<file path="src/rtl/adder_accum_pkg.sv">
// adder_accum_pkg: shared state encoding and data width for the accumulator slice
package adder_accum_pkg;
  localparam int DATA_W = 4;
  typedef enum logic [1:0] {
    IDLE  = 2'd0,
    ACCUM = 2'd1,
    DONE  = 2'd2
  } state_t;
endpackage

</file>
<file path="src/rtl/adder_accum_if.sv">
// adder_accum_if: burst control, input handshake and result signals of adder_accum
interface adder_accum_if #(parameter int LEN_W = 4);
  import adder_accum_pkg::*;
  logic              start;
  logic [LEN_W-1:0]  len;
  logic              in_valid;
  logic [DATA_W-1:0] in_data;
  logic              in_ready;
  logic [DATA_W-1:0] sum;
  logic              ovf;
  logic              out_valid;
  logic              busy;
  modport master (output start, len, in_valid, in_data,
                  input  in_ready, sum, ovf, out_valid, busy);
  modport slave  (input  start, len, in_valid, in_data,
                  output in_ready, sum, ovf, out_valid, busy);
endinterface

</file>
<file path="src/rtl/adder_ripple.sv">
// adder_ripple: W-bit ripple-carry adder, sum modulo 2^W with no carry-out
module adder_ripple
  import adder_accum_pkg::*;
#(parameter int W = DATA_W) (
  input  logic [W-1:0] a,
  input  logic [W-1:0] b,
  output logic [W-1:0] q
);
  logic [W-1:0] c;
  assign c[0] = 1'b0;
  for (genvar i = 0; i < W; i++) begin : g_bit
    assign q[i] = a[i] ^ b[i] ^ c[i];
    if (i < W - 1) begin : g_carry
      assign c[i+1] = (a[i] & b[i]) | (c[i] & (a[i] ^ b[i]));
    end
  end
endmodule

</file>
<file path="src/rtl/adder_accum.sv">
// adder_accum: burst accumulator around adder_ripple with sticky carry-out flag
module adder_accum
  import adder_accum_pkg::*;
#(parameter int LEN_W = 4) (
  input logic clk,
  input logic rst,
  adder_accum_if.slave bus
);
  state_t            state;
  logic [DATA_W-1:0] acc;
  logic [DATA_W-1:0] q;
  logic [LEN_W-1:0]  remaining;
  adder_ripple #(.W(DATA_W)) u_add (.a(acc), .b(bus.in_data), .q(q));
  assign bus.sum = acc;
  always_ff @(posedge clk or posedge rst) begin
    if (rst) begin
      state         <= IDLE;
      acc           <= '0;
      bus.ovf       <= 1'b0;
      remaining     <= '0;
      bus.in_ready  <= 1'b0;
      bus.out_valid <= 1'b0;
      bus.busy      <= 1'b0;
    end else begin
      case (state)
        IDLE: if (bus.start) begin
          remaining     <= bus.len;
          acc           <= '0;
          bus.ovf       <= 1'b0;
          state         <= (bus.len != '0) ? ACCUM : DONE;
          bus.in_ready  <= bus.len != '0;
          bus.out_valid <= bus.len == '0;
          bus.busy      <= 1'b1;
        end
        ACCUM: if (bus.in_valid && bus.in_ready) begin
          acc       <= q;
          // wrap of the modulo sum is the only evidence of a carry-out
          bus.ovf   <= bus.ovf | (q < acc);
          remaining <= remaining - 1'b1;
          if (remaining == LEN_W'(1)) begin
            state         <= DONE;
            bus.in_ready  <= 1'b0;
            bus.out_valid <= 1'b1;
          end
        end
        DONE: begin
          state         <= IDLE;
          bus.out_valid <= 1'b0;
          bus.busy      <= 1'b0;
        end
        default: begin
          state         <= IDLE;
          bus.in_ready  <= 1'b0;
          bus.out_valid <= 1'b0;
          bus.busy      <= 1'b0;
        end
      endcase
    end
  end
endmodule

</file>
<file path="src/flat_wrapper.sv">
// flat-port wrapper written by rule: the top's interface ports become plain ports
module adder_accum_flat import adder_accum_pkg::*;
#(parameter int LEN_W = 4)
  (clk, rst, bus_start, bus_len, bus_in_valid, bus_in_data, bus_in_ready, bus_sum, bus_ovf, bus_out_valid, bus_busy);
  adder_accum_if #(.LEN_W(LEN_W)) bus_i ();
  input logic clk;
  input logic rst;
  input wire logic [$bits(bus_i.start)-1:0] bus_start;
  input wire logic [$bits(bus_i.len)-1:0] bus_len;
  input wire logic [$bits(bus_i.in_valid)-1:0] bus_in_valid;
  input wire logic [$bits(bus_i.in_data)-1:0] bus_in_data;
  output wire logic [$bits(bus_i.in_ready)-1:0] bus_in_ready;
  output wire logic [$bits(bus_i.sum)-1:0] bus_sum;
  output wire logic [$bits(bus_i.ovf)-1:0] bus_ovf;
  output wire logic [$bits(bus_i.out_valid)-1:0] bus_out_valid;
  output wire logic [$bits(bus_i.busy)-1:0] bus_busy;
  assign bus_i.start = bus_start;
  assign bus_i.len = bus_len;
  assign bus_i.in_valid = bus_in_valid;
  assign bus_i.in_data = bus_in_data;
  assign bus_in_ready = bus_i.in_ready;
  assign bus_sum = bus_i.sum;
  assign bus_ovf = bus_i.ovf;
  assign bus_out_valid = bus_i.out_valid;
  assign bus_busy = bus_i.busy;
  adder_accum #(.LEN_W(LEN_W)) u_core (.clk(clk), .rst(rst), .bus(bus_i));
endmodule
</file>
<file path="config.mk">
export PLATFORM = sky130hd
export DESIGN_NAME = adder_accum_flat
export DESIGN_NICKNAME = d
export VERILOG_FILES = /design/src/rtl/adder_accum_pkg.sv /design/src/rtl/adder_accum_if.sv /design/src/rtl/adder_ripple.sv /design/src/rtl/adder_accum.sv /design/src/flat_wrapper.sv
export SDC_FILE = /design/constraint.sdc
export NUM_CORES = 1
export LEC_CHECK = 0
export ABC_AREA = 1
export CAP_MARGIN = 20
export CORE_UTILIZATION = 40
export CTS_CLUSTER_DIAMETER = 50
export DETAILED_ROUTE_END_ITERATION = 8
export PLACE_DENSITY = 0.69
export RECOVER_POWER = 50
export SKIP_LAST_GASP = 1
export SYNTH_ARGS = -nofsm -noshare
export SYNTH_HDL_FRONTEND = slang
export SYNTH_SLANG_ARGS = --single-unit
</file>
<file path="constraint.sdc">
create_clock -name clk -period 2.07 [get_ports clk]
set_input_delay 0.3105 -clock clk [delete_from_list [all_inputs] [get_ports clk]]
set_output_delay 0.3105 -clock clk [all_outputs]
set_load 0.05 [all_outputs]
</file>
* After elaboration in Yosys (flattened, before gate mapping)
Cells that the tools add are included.
** Storage, ports and cells
- Output and inout bits :: 8
- Register bits after elaboration :: 14
** Cells by class
- Bitwise logic cells :: 17
- Reductions and logical operators :: 9
- $add $sub $neg :: 1
- Mux-type cells :: 24
- Eq/ne operators :: 6
- Order comparisons :: 1
** Operator list (count)
- $mux W4 :: 4
- $pmux W4 S2 :: 2
- $mux W1 :: 9
- $mux W2 :: 4
- $xor A1 B1 Y1 :: 7
- $pmux W1 S2 :: 3
- $reduce_and A3 Y1 :: 2
- $and A1 B1 Y1 :: 5
- $eq A4 B1 Y1 const B :: 1
- $logic_not A4 Y1 :: 1
- $lt A4 B4 Y1 :: 1
- $ne A2 B1 Y1 const B :: 2
- $pmux W2 S2 :: 1
- $reduce_and A4 Y1 :: 1
- $reduce_bool A4 Y1 :: 1
- $sub A4 B1 Y4 const B :: 1
- $or A1 B1 Y1 :: 3
- $pmux W1 S3 :: 1
- $eq A2 B1 Y1 const B :: 1
- $eq A2 B2 Y1 const B :: 1
- $logic_not A2 Y1 :: 1
- $ne A2 B2 Y1 const B :: 1
- $not A1 Y1 :: 2
- $reduce_and A2 Y1 :: 1
- 2 further kinds :: 2

* Longest topological paths before layout
Gate-level depths: netlist of run 1.
- Depth in word-level cells :: 10
- Gate-level depth with buffers :: 13

* Modules after synthesis
A second synthesis of run 1 with hierarchy kept.
** Second synthesis, totals
- Cells, all modules :: 115
- Area total of the unflattened synthesis :: 902.1 um^2
** Modules (own cells, without submodules)
- adder_accum :: cells an instance 103, area an instance 812.0 um^2, times used 1, seq. area each 325.3 um^2
- adder_ripple :: cells an instance 12, area an instance 90.1 um^2, times used 1, seq. area each 0.0 um^2

* Worst setup path before layout of run 1
OpenSTA, ideal clock, no wires.
- Kind :: register to register
- Start :: register u_core.acc[0], in the netlist u_core.bus.sum[0]
- End :: register u_core.bus.ovf
- Data required time :: 1997 ps
- Library setup time :: 73 ps
- Arrival :: 2334 ps
- Cell stages (with the launch flop) :: 14
- Clock period less this slack :: 2407 ps
- Path slack :: -337 ps
- Buffers on the path :: 0
- Cells stage by stage :: dfrtp_1 > ha_1 > fa_1 > inv_1 > fa_1 > inv_1 > nand2_1 > and2_1 > ha_1 > nand2_1 > nand2_1 > nor2_1 > nand2_2 > a21oi_2
** Between the ends
- Longest elaborated chain between the ends :: 10
- Elaborated cells between the ends (all ways) :: 13
- Classes of those cells :: order compare: 1; mux: 2; bitwise: 10
** RTL lines
- start, declared :: RTL line adder_accum.sv:10 : logic [DATA_W-1:0] acc;
- start signal, assigned :: RTL line adder_accum.sv:36 : acc <= q;
- $and A1 B1 Y1 (2 in series) :: RTL line adder_ripple.sv:14 : assign c[i+1] = (a[i] & b[i]) | (c[i] & (a[i] ^ b[i]));
- $or A1 B1 Y1 :: RTL line adder_ripple.sv:14
- $and A1 B1 Y1 :: RTL line adder_ripple.sv:14
- $or A1 B1 Y1 :: RTL line adder_ripple.sv:14
- $xor A1 B1 Y1 :: RTL line adder_ripple.sv:12 : assign q[i] = a[i] ^ b[i] ^ c[i];
- $lt A4 B4 Y1 (*) :: RTL line adder_accum.sv:38 : bus.ovf <= bus.ovf | (q < acc);
- $or A1 B1 Y1 (*) :: RTL line adder_accum.sv:38
- $mux W1 (*) :: RTL line adder_accum.sv:35 : ACCUM: if (bus.in_valid && bus.in_ready) begin
- $pmux W1 S2 (*) :: RTL line adder_accum.sv:25 : case (state)
- end signal, assigned :: RTL line adder_accum.sv:38
- end, declared :: RTL line adder_accum_if.sv:16 : output in_ready, sum, ovf, out_valid, busy);
Every way passes the cells marked *; elsewhere a longest branch is shown, timed or not. The select of a mux whose other input is x is not followed.
A chain may end at the register's enable or synchronous reset.

* Worst setup path after layout of run 1
Ends and elaborated chain as after synthesis.

==> flow_metrics.tcl, run 1 <==
set metrics [dict create \
    fin_util_pct 60.5 \
    placed_area_um2 1100 \
    synth_common_cells "39 x nand2_1, 19 x inv_1, 13 x dfrtp_1" \
    ys_seq_area_share_pct 38.3 \
    fin_skew_ns 0.00347 \
    synth-async-reset-ratio_pct 100 \
    r2r_slack_ns -0.07 \
    finalWirelength_um 1910 \
    cts_buffers 3 \
    final-setup-viol-count 1 \
    hold_buffers 0 \
    synth_edf_count 0 \
    slew_headroom_pct 66.0 \
    die_area_um2 2310 \
    routedWlPerCell_um 11.4 \
    synthesis.area_um2 848 \
    cts.sinks 13 \
    synth.avg_cell_area_um2 7.44 \
    routabilityCongestion 0.820 \
    end_kind "flop" \
    syn_nets 133 \
    worstMarginPinSlew_ns 0.509 \
    hold_violations 0 \
    rsz0062_at_grt "yes" \
    fp.coreArea_um2 1980 \
    ioPinCount 20 \
    startpoint_type "flop" \
    place_ws_ns -0.518 \
    fp.dieW_um 48.1 \
    cp_slowest_cell "fa_2" \
    period_share_pct 103 \
    drv_slew 0 \
    finalNonFillerCells 167 \
    cts_max_level 1 \
    r2r_end "u_core.bus.ovf$_DFFE_PP0P_" \
    nets 160 \
    antenna_found_initial 0 \
    peakVddDrop_mv 0.914 \
    clkSlewWorstSetupHoldPaths_ns 0.08 \
    powerDensity_nw_per_um2 1730 \
    hold_path_class "primary input to asynchronous set/reset pin" \
    grt_usage_pct 18.2 \
    grt_max_degree 14 \
    clockBufferDepth 2 \
    cp_num_buf_inv 2 \
    yosysUniqueCellTypes 19 \
    use_met1_pct 21.7 \
    p_leak_nw 0.610 \
    placed_cells 161 \
    initial_utilization_pct 42.8 \
    drt_iter0_drc 12 \
    fin_area_um2 1200 \
    postSynthCellCount 114 \
    vias 791 \
    worst_r2r_path_depth 11 \
    finalPower_mw 2.08 \
    diodes 0 \
    synth_area_leaders "dfrtp_1 38%, nand2_1 17%, inv_1 8.4%" \
    fmax_mhz 468 \
    ys.flop_type "dfrtp_1" \
    grtUsageMet2_pct 30.5 \
    tritoncts "done" \
    synth.most_common_cell "nand2_1" \
    busiest_layer "met2" \
    grt_pass1_wl_um 2830 \
    use_met3_pct 3.77 \
    yosysWarnings 0 \
    dp_hpwl_um 1400 \
    critical_path.top_delay_family "adder cells" \
    root_buffer "clkbuf_4" \
    vias_per_cell 4.74 \
    area_growth_pct 41.4 \
    dr.pass1.iters 4 \
    ys_ff_latch 13 \
    period_needed_ns 2.14 \
    crit_fanout 2 \
    fin_ws_ns -0.0667 \
    placementRows 16 \
    failed_checks "setup timing" \
    crit_chain "ha_4, fa_2, inv_2, fa_2, inv_2, ha_4, nand2_4, nor2_4, nor2_4, nand2_2, a21oi_2" \
    regToRegStartpoint "u_core.bus.sum[0]$_DFFE_PP0P_" \
    synth_top_area_share_pct 38.3 \
    io_buffers 19 \
    max_stage_delay_ns 0.45 \
    drive_gt1_share_pct 21.4 \
    drc 0 \
    cap_violations 0 \
    overflow 0 \
    yosys.area.top_type "dfrtp_1" \
    arrival_ns 2.35 \
    final_antenna_net_count 0 \
    status "finished with violations" \
    grt_pass1_vias 709 \
    required_ns 2.28 \
    clock_latency_ns 0.28 \
    criticalPathCategory "flop to flop" \
    die_h_um 48.1 \
]
[how the worst max path moves through the flow]
stage                                              from                         end  slack (ns)  cells after the start
after floorplan           u_core.bus.sum[0]$_DFFE_PP0P_  u_core.bus.ovf$_DFFE_PP0P_       -0.17                     11
after global placement                   bus_in_data[0]  u_core.bus.ovf$_DFFE_PP0P_       -0.45                     14
after detailed placement                 bus_in_data[0]  u_core.bus.ovf$_DFFE_PP0P_       -0.52                     14
after CTS                 u_core.bus.sum[0]$_DFFE_PP0P_  u_core.bus.ovf$_DFFE_PP0P_       -0.11                     11
after global routing      u_core.bus.sum[0]$_DFFE_PP0P_  u_core.bus.ovf$_DFFE_PP0P_       -0.14                     12
final                     u_core.bus.sum[0]$_DFFE_PP0P_  u_core.bus.ovf$_DFFE_PP0P_       -0.07                     11
[cells in the final DEF, fill, tap and decap left out]
cell / synthesis / final
nand2_1: 39 / 35
inv_1: 19 / 16
clkdlybuf4s50_1: 0 / 16
dfrtp_1: 13 / 11
nand3_1: 10 / 10
nor2_1: 9 / 7
inv_2: 2 / 5
nand2_2: 1 / 4
o21ai_0: 4 / 4
nor2_4: 1 / 3
nand2_4: 2 / 3
ha_4: 0 / 3
clkbuf_4: 0 / 3
buf_4: 0 / 3
fa_2: 0 / 2
ha_1: 5 / 2
dfrtp_2: 0 / 2
o22ai_1: 1 / 1
a21oi_2: 1 / 1
a21boi_0: 1 / 1
xor2_1: 1 / 1
xnor2_1: 1 / 1
and2_4: 0 / 1
a21oi_1: 1 / 1
clkbuf_1: 0 / 1
dlygate4sd2_1: 0 / 1
dlygate4sd3_1: 0 / 1
dlymetal6s2s_1: 0 / 1
[final cells by class]
| cell class | instances | area [um^2] |
|---|---|---|
| Clock buffer | 4 | 26.3 |
| Fill cell | 183 | 782 |
| Inverter | 21 | 78.8 |
| Multi-Input combinational cell | 80 | 519 |
| Sequential cell | 13 | 328 |
| Tap cell | 27 | 33.8 |
| Timing Repair Buffer | 22 | 214 |
[stage by stage]
step / hold WS (ns) / setup TNS (ns)
final: 0.486 / -0.0667
after global routing: 0.536 / -0.140
after CTS: 0.374 / -0.109
after detailed placement: 0.478 / -0.518
after global placement: 0.467 / -0.452
after floorplan: 0.187 / -0.168
[flip-flops by register name (all words and copies together) (netlist names)]
| name | flops |
|---|---|
| u_core.bus.out_valid | 1 |
| u_core.bus.sum | 4 |
| u_core.bus.in_ready | 1 |
| u_core.remaining | 4 |
| u_core.bus.busy | 1 |
| u_core.bus.ovf | 1 |
| u_core.state | 1 |
[report_power, final]
part	internal (mW)	total [mW]	switching, mW
combinational	0.571	1.44	0.866
clock	0.0748	0.160	0.0849
sequential	0.376	0.485	0.110
total	1.02	2.08	1.06
[kinds of logic after synthesis]
| logic type | share of synthesized area, % |
|---|---|
| and+or+nand+nor | 32.6 |
| xor gates and xnor gates | 2.07 |
| DFF | 38.3 |
| adders and majority gates | 12.1 |
| buffers and inverters | 9.29 |
| AOI/OAI and AO/OA | 5.61 |
[metal layers]
layer / part of all wire [%] / wire, um
met2: 51 / 969
met4: 1.7 / 32
met3: 3.8 / 73
met1: 44 / 834
met5: 0 / 0
[what timing repair did]
action,4_1_cts,5_1_grt
buffers inserted,0,2
resized for setup,5,11
gates cloned,0,0
pin swaps,9,10
endpoints found under the setup margin,1,1
Note: power is estimated with default switching activity, not from simulation.
==> run 2: changes to the inputs <==
RECOVER_POWER = 100   (was 50)
==> results of run 2 <==
Same layout as run 1: the final DEF is identical, and so are final timing and power.
==> run 3: changes to the inputs <==
DONT_BUFFER_PORTS = 1   (was unset)
PLACE_DENSITY = 0.56   (was 0.69)
==> flow_metrics.tcl, run 3 (synthesis gave the netlist of run 1 again) <==
set metrics [dict create \
    overflow 0 \
    grt_pass1_vias 562 \
    hold_violations 0 \
    final_antenna_net_count 0 \
    fillers 198 \
    post_cts_buffers 0 \
    dr.pass1.iters 4 \
    clock_latency_ns 0.27 \
    final_common_cell "nand2_1" \
    cts_max_level 1 \
    worstMarginPinSlew_ns 0.622 \
    failed_checks "setup timing" \
    tritoncts "done" \
    io_buffers 0 \
    crit_chain "ha_4, fa_2, inv_2, fa_2, inv_1, ha_1, nand2_1, nor2_1, nor2_2, nand2_2, a21oi_2" \
    hold_path_end "u_core.remaining[0]$_DFFE_PP0P_" \
    p_leak_nw 0.530 \
    wl_met1_um 773 \
    area_growth_pct 17.1 \
    drc 0 \
    holdWs_ns 0.168 \
    min_path_cells 2 \
    grt_usage_pct 15.2 \
    root_buffer "clkbuf_4" \
    powerDensity_nw_per_um2 1750 \
    final_cell_mix "39 x nand2_1, 18 x inv_1, 11 x dfrtp_1, 10 x nand3_1, 8 x nor2_1" \
    slew_headroom_pct 58.6 \
    arrival_ns 2.36 \
    routabilityCongestion 0.758 \
    final-setup-viol-count 1 \
    grt_pass1_wl_um 2300 \
    cp_slowest_cell "dfrtp_2" \
    placementRows 16 \
    fin_ws_ns -0.0809 \
    crit_fanout 2 \
    fp.coreArea_um2 1980 \
    fp.dieW_um 48.1 \
    dr_wl_met2_um 732 \
    drive_gt1_share_pct 17.5 \
    critical_path.top_delay_family "adder cells" \
    initial_utilization_pct 42.8 \
    die_h_um 48.1 \
    criticalPathCategory "flop to flop" \
    diodes 0 \
    cts_buffers 3 \
    drt_iter0_drc 8 \
    finalPower_mw 1.74 \
    status "finished with violations" \
    clockBufferDepth 2 \
    fin_skew_ns 0.00242 \
    rsz0062_at_grt "yes" \
    startpoint_type "flop" \
    worstHoldStart "bus_len[0]" \
    fmax_mhz 465 \
    clkSlewWorstSetupHoldPaths_ns 0.08 \
    cap_violations 0 \
    vias_per_cell 4.53 \
    max_stage_delay_ns 0.43 \
    route.met3.wl_um 89 \
    drv_slew 0 \
    period_share_pct 104 \
    grt_max_degree 14 \
    nets 146 \
    antenna_found_initial 0 \
    required_ns 2.28 \
    r2r_slack_ns -0.08 \
    period_needed_ns 2.15 \
    top_layer "met3" \
    routedWlPerCell_um 10.4 \
    cts.sinks 13 \
    die_area_um2 2310 \
    regToRegStartpoint "u_core.bus.sum[0]$_DFFE_PP0P_" \
    end_kind "flop" \
    cp_num_buf_inv 2 \
    r2r_end "u_core.bus.ovf$_DFFE_PP0P_" \
    vias 693 \
    peakVddDrop_mv 0.816 \
    finalWirelength_um 1600 \
    worst_r2r_path_depth 11 \
    crit_top_cell "fa_2" \
    ioPinCount 20 \
    hold_path_class "primary input to flop" \
    dp_hpwl_um 1260 \
]
run 3: cell count changes in the layout (fill, tap and decap cells not counted), sizes merged:
cell           delta
clkbuf            +4
dlygate4sd2       -1
dlymetal6s2s      -1
clkdlybuf4s50    -16
run 3: cell type report:
type / count / area, um^2 / share of cell area (%)
repair buffers: 8 / 47.5 / 4.79
multi-input cells: 80 / 479 / 48.2
inverters: 21 / 78.8 / 7.93
well taps: 27 / 33.8 / 3.40
clock buffers: 4 / 26.3 / 2.64
flip-flops and latches: 13 / 328 / 33.0
run 3: worst reg2reg max path, cell delays in order (launching register included):
cell and delay (ns):
dfrtp_2 0.43, ha_4 0.16, fa_2 0.37, inv_2 0.07, fa_2 0.43, inv_1 0.07, ha_1 0.22, nand2_1 0.06
nor2_1 0.04, nor2_2 0.08, nand2_2 0.06, a21oi_2 0.10
run 3: per-stage QoR:
step                      worst slack, ns  utilization (%)  instances  TNS, ns  instance area [um^2]
after floorplan                    -0.168                -        114   -0.168                   868
after global placement            -0.0702             48.2        148  -0.0702                   955
after detailed placement          -0.0849             48.2        148  -0.0849                   955
after CTS                          -0.105             50.0        153   -0.105                   991
after global routing               -0.175             50.1        153   -0.175                   993
final                             -0.0809             50.1        153  -0.0809                   993
run 3: how the worst max path moves through the flow:
stage / slack [ns] / start / to / cells past startpoint
final: -0.08 / u_core.bus.sum[0]$_DFFE_PP0P_ / u_core.bus.ovf$_DFFE_PP0P_ / 11
after global routing: -0.17 / u_core.bus.sum[0]$_DFFE_PP0P_ / u_core.bus.ovf$_DFFE_PP0P_ / 11
after CTS: -0.10 / u_core.bus.sum[0]$_DFFE_PP0P_ / u_core.bus.ovf$_DFFE_PP0P_ / 11
after detailed placement: -0.08 / u_core.bus.sum[0]$_DFFE_PP0P_ / u_core.bus.ovf$_DFFE_PP0P_ / 11
after global placement: -0.07 / u_core.bus.sum[0]$_DFFE_PP0P_ / u_core.bus.ovf$_DFFE_PP0P_ / 11
after floorplan: -0.17 / u_core.bus.sum[0]$_DFFE_PP0P_ / u_core.bus.ovf$_DFFE_PP0P_ / 11
run 3: what timing repair did:
| item | in CTS | in global routing |
|---|---|---|
| gates resized for setup | 0 | 3 |
| hold buffers | 1 | 0 |
| pin swaps | 1 | 2 |
| endpoints found under the hold margin | 13 | 0 |
| cloned | 0 | 0 |
| endpoints found under the setup margin | 1 | 1 |
run 3: per-layer routing:
layer	track usage, %	vias to the layer above
met5	0	-
met3	7.55	0
met2	22.7	11
li1	-	371
met4	3.33	0
met1	19.9	311
run 3: power by group:
| group | internal [mW] | switching [mW] |
|---|---|---|
| Combinational | 0.370 | 0.649 |
| Clock | 0.0747 | 0.0798 |
| Sequential | 0.374 | 0.193 |
| Total | 0.819 | 0.921 |
